$ cat src/rtl/sc_lut_arb_pkg.sv
// Shared sine/cosine LUT sizing and helpers.
// Used by the LUT arbiter and its round-robin core.
package sc_lut_arb_pkg;

  localparam int SC_ASZ     = 10;
  localparam int SC_DSZ     = 14;
  localparam int SC_LUT_LAT = 2;
  localparam int SC_MAXREQ  = 8;

  function automatic int ptr_w(input int n);
    return (n > 1) ? $clog2(n) : 1;
  endfunction

endpackage

$ cat src/rtl/rr_arb.sv
// Round-robin priority pick: first request at or after ptr wins.
// Purely combinational.
module rr_arb
  import sc_lut_arb_pkg::*;
#(
  parameter int N = 4,
  localparam int PW = ptr_w(N)
) (
  input  logic [N-1:0]  req,
  input  logic [PW-1:0] ptr,
  output logic [N-1:0]  gnt,
  output logic [PW-1:0] idx,
  output logic          any
);

  // Scan lowest priority first so the highest-priority hit is written last.
  always_comb begin
    gnt = '0;
    idx = '0;
    any = 1'b0;
    for (int k = N - 1; k >= 0; k--) begin
      if (req[(int'(ptr) + k) % N]) begin
        gnt = '0;
        gnt[(int'(ptr) + k) % N] = 1'b1;
        idx = PW'((int'(ptr) + k) % N);
        any = 1'b1;
      end
    end
  end

endmodule

$ cat src/rtl/sc_lut_arb.sv
// Shares one sin/cos LUT among NREQ requesters, one lookup per clock,
// and steers each LUT result back to its issuer after LAT clocks.
module sc_lut_arb
  import sc_lut_arb_pkg::*;
#(
  parameter int NREQ = 4,
  parameter int ASZ  = SC_ASZ,
  parameter int DSZ  = SC_DSZ,
  parameter int LAT  = SC_LUT_LAT
) (
  input  logic                clk,
  input  logic                reset,
  input  logic [NREQ-1:0]     req,
  input  logic [NREQ*ASZ-1:0] addr,
  output logic [NREQ-1:0]     gnt,
  output logic [ASZ-1:0]      lut_a,
  input  logic [DSZ-1:0]      lut_d,
  output logic [NREQ-1:0]     rsp_valid,
  output logic [DSZ-1:0]      rsp_d
);

  localparam int PW = ptr_w(NREQ);

  logic [PW-1:0]            ptr;
  logic [PW-1:0]            idx;
  logic                     any;
  logic [LAT-1:0][NREQ-1:0] tags;

  rr_arb #(.N(NREQ)) u_arb (
    .req (req),
    .ptr (ptr),
    .gnt (gnt),
    .idx (idx),
    .any (any)
  );

  assign lut_a = any ? addr[idx*ASZ +: ASZ] : '0;

  // A zero tag means no lookup was issued in that slot.
  always_ff @(posedge clk or posedge reset) begin
    if (reset) begin
      ptr  <= '0;
      tags <= '0;
    end else begin
      if (any)
        ptr <= (idx == PW'(NREQ - 1)) ? '0 : idx + 1'b1;
      tags[0] <= gnt;
      for (int i = 1; i < LAT; i++)
        tags[i] <= tags[i-1];
    end
  end

  assign rsp_valid = tags[LAT-1];
  assign rsp_d     = lut_d;

endmodule

$ cat config.mk
export PLATFORM = sky130hd
export DESIGN_NAME = sc_lut_arb
export DESIGN_NICKNAME = d
export VERILOG_FILES = /design/src/rtl/sc_lut_arb_pkg.sv /design/src/rtl/rr_arb.sv /design/src/rtl/sc_lut_arb.sv
export SDC_FILE = /design/constraint.sdc
export NUM_CORES = 1
export LEC_CHECK = 0
export ABC_AREA = 0
export ABC_CLOCK_PERIOD_IN_PS = 5180
export BUFFER_PORTS_ARGS = -buffer_cell sky130_fd_sc_hd__buf_4
export CORE_MARGIN = 2
export CORE_UTILIZATION = 44
export DETAILED_ROUTE_END_ITERATION = 6
export PLACE_DENSITY = 0.87
export SYNTH_ARGS = -nofsm -noshare
export SYNTH_HDL_FRONTEND = slang
export SYNTH_SLANG_ARGS = --single-unit
$ cat constraint.sdc
create_clock -name clk -period 5.18 [get_ports clk]
set_input_delay 0.777 -clock clk [delete_from_list [all_inputs] [get_ports clk]]
set_output_delay 0.777 -clock clk [all_outputs]
set_load 0.03 [all_outputs]
==> impl_metrics.yaml <==
floorplanning:
  core_mm2: 0.00271
  die_w_um: 57.1
  pin_count: 92
  start_util_pct: 45.8
  rows: 19
  dieArea_mm2: 0.00326
  die_h_um: 57.1
timing:
  fin_ws_ns: 0.435
  clock.fmax_mhz: 211
  setup_viol: 0
  min_period_ns: 4.74
  tightestPinTransition_ns: 0.869
  tns_ns: 0
  fin_worst_skew_ns: 0.00284
  period_share_pct: 91.6
  slew_viol_final: 0
  maxSlewHeadroom_pct: 41.8
  worst_hold_slack_ns: 0.352
  hold_viol: 0
  grt_setup_unrepaired: "false"
cts:
  cts.sinks: 10
  hold_buffers: 0
  clock_path_buffers: 2
  ctsHtreeMaxLevel: 1
  post_cts_buffers: 0
  cts_tree: "done"
  cts_buffers: 3
  cts_resized: 0
  clock_latency_ns: 0.25
  cts_root_buf: "clkbuf_4"
  path_clk_slew_ns: 0.06
route:
  firstDrtPassIters: 4
  via_per_inst: 5.75
  drt_iter0_drc: 49
  via_count: 1197
  wl_per_cell_um: 15.6
  drcViolationCount: 0
  wirelength_um: 3240
  drtAntennaViolNets: 0
power_and_ir_drop:
  power_density_mw_per_mm2: 860
  p_leak_nw: 0.756
  peakVddDrop_mv: 0.577
synthesis:
  syn_avg_cell_area_um2: 8.87
  ys_warn_count: 0
  synth_area_mm2: 0.00124
  synthCells: 140
  synth.yosys.seq_area_share_pct: 20.1
  ys_ff_latch: 10
  ys_types: 35
  synth_fp_nets: 208
layout:
  layout_commonest_cell: "buf_4"
  area_delta_synth_final_pct: 26.9
  antenna_cells: 0
  nets: 247
  drive_gt1_share_pct: 42.4
  mostFrequentLayoutCells: "buf_4 (64), nand2_1 (14), nand3_1 (11), mux2i_1 (11)"
place:
  dpl_worst_slack_ns: 0.716
  port_buffers: 63
  place_hpwl_um: 2560
  place_congestion: 0.761
global_route:
  grt_pass1_vias: 1137
  grt_pass1_wl_um: 5270
  grt_max_degree: 32
  grt.total_usage_pct: 19.9
  grt.overflow.total: 0
  antenna_found_initial: 0
worst_setup_path:
  end_kind: "output port"
  slowest_delay_ns: 0.77
  worst_setup_path_start_kind: "flip-flop"
  crit_required_ns: 4.40
  crit_chain: "inv_1, ha_1, mux4_2, nor2b_4, nor2_4, o21ai_4, mux2i_1, o221ai_1, buf_4"
  crit_arrival_ns: 3.97
  crit_slowest_cell: "dfrtp_1"
  crit_fanout: 31
  path_class: "flip-flop to output port"
status:
  status: "completed"
job:
  drv_cap: 0
worst_hold_path:
  hold_path_class: "flip-flop to flip-flop"
[logic make-up after synthesis]
logic type,count (synthesis),synth area share [%]
AND/OR/NAND/NOR,41,16.2
buffers and inverters,35,19.2
AO/OA/AOI/OAI,30,20.6
multiplexers,14,14.3
flip-flops,10,20.1
adder cells (fa/ha/maj),8,8.06
XOR/XNOR,2,1.41
[layer usage]
metal	routed length, um	part of all wire, %	global-route usage [%]
met5	0	0	0
met4	87	2.7	9.63
met3	136	4.2	2.04
met2	1760	54	33.7
met1	1250	39	25.4
[layout make-up]
type,instances,area (um^2)
Clock buffer,3,22.5
Inverter,5,18.8
Multi-Input combinational cell,95,766
Timing Repair Buffer,64,480
Sequential cell,10,250
Fill cell,250,1130
Tap cell,31,38.8
[final timing paths]
kind                            startpoint            to  slack [ns]  depth (start not counted)
min in group asynchronous            reset  rsp_valid[0]        0.49                          2
worst min register to register     tags[3]  rsp_valid[3]        0.35                          0
max in group asynchronous            reset       tags[0]        4.44                          2
worst max register to register      ptr[0]        ptr[1]        1.79                          8
worst min-delay path               tags[3]  rsp_valid[3]        0.35                          0
worst max-delay path                ptr[0]      lut_a[3]        0.44                          9
[sequential cells by signal, indices dropped and copies added, names as in the netlist]
signal,cells
rsp_valid,4
ptr,2
tags,4
[stage by stage]
stage | instances | utilization [%] | area, um^2 | total power, mW
after detailed placement | 205 | 57.3 | 1550 | 1.31
after global placement | 205 | 57.3 | 1550 | 1.27
after global routing | 208 | 58.2 | 1580 | 1.45
after floorplan | 140 | - | 1240 | 1.06
final | 208 | 58.2 | 1580 | 1.36
after CTS | 208 | 58.2 | 1580 | 1.36
[cells in the mapped netlist, drive strengths merged]
master   number  area share (%)
a2111oi       1             1.2
buf          28              17
mux2i        11             8.9
mux4          3             5.4
nand2b        2             1.0
inv           5             1.5
dfrtp        10              20
a22oi         4             2.4
o21ai         3             2.1
nor4          1            0.50
o32ai         1            0.71
a21oi         2            0.81
ha            8             8.1
a32oi         1            0.71
nor2b         2             1.6
nand2        14             4.2
xnor2         2             1.4
nor2          9             3.5
a2bb2oi       1            0.71
o221ai       10             7.0
a211oi        2             1.2
nor3          1            0.40
o22ai         1            0.50
clkbuf        2            0.60
or2           1            0.50
a221o         4             3.2
nand3        11             4.4
[power breakdown]
group	switching [mW]	internal [mW]	leakage [nW]	total [mW]
combinational	0.700	0.456	0.615	1.16
clock	0.0212	0.0265	0.0138	0.0477
sequential	0.0424	0.111	0.128	0.153
total	0.763	0.593	0.756	1.36
[critical path, delay by kind of cell (launching register included)]
family,cells,cell delay (ns)
flops,1,0.77
compound gates,2,0.84
simple gates,2,0.30
buf+inv,2,0.49
mux,2,0.78
fa+ha+maj,1,0.51
Note: power is estimated with default switching activity, not from simulation.
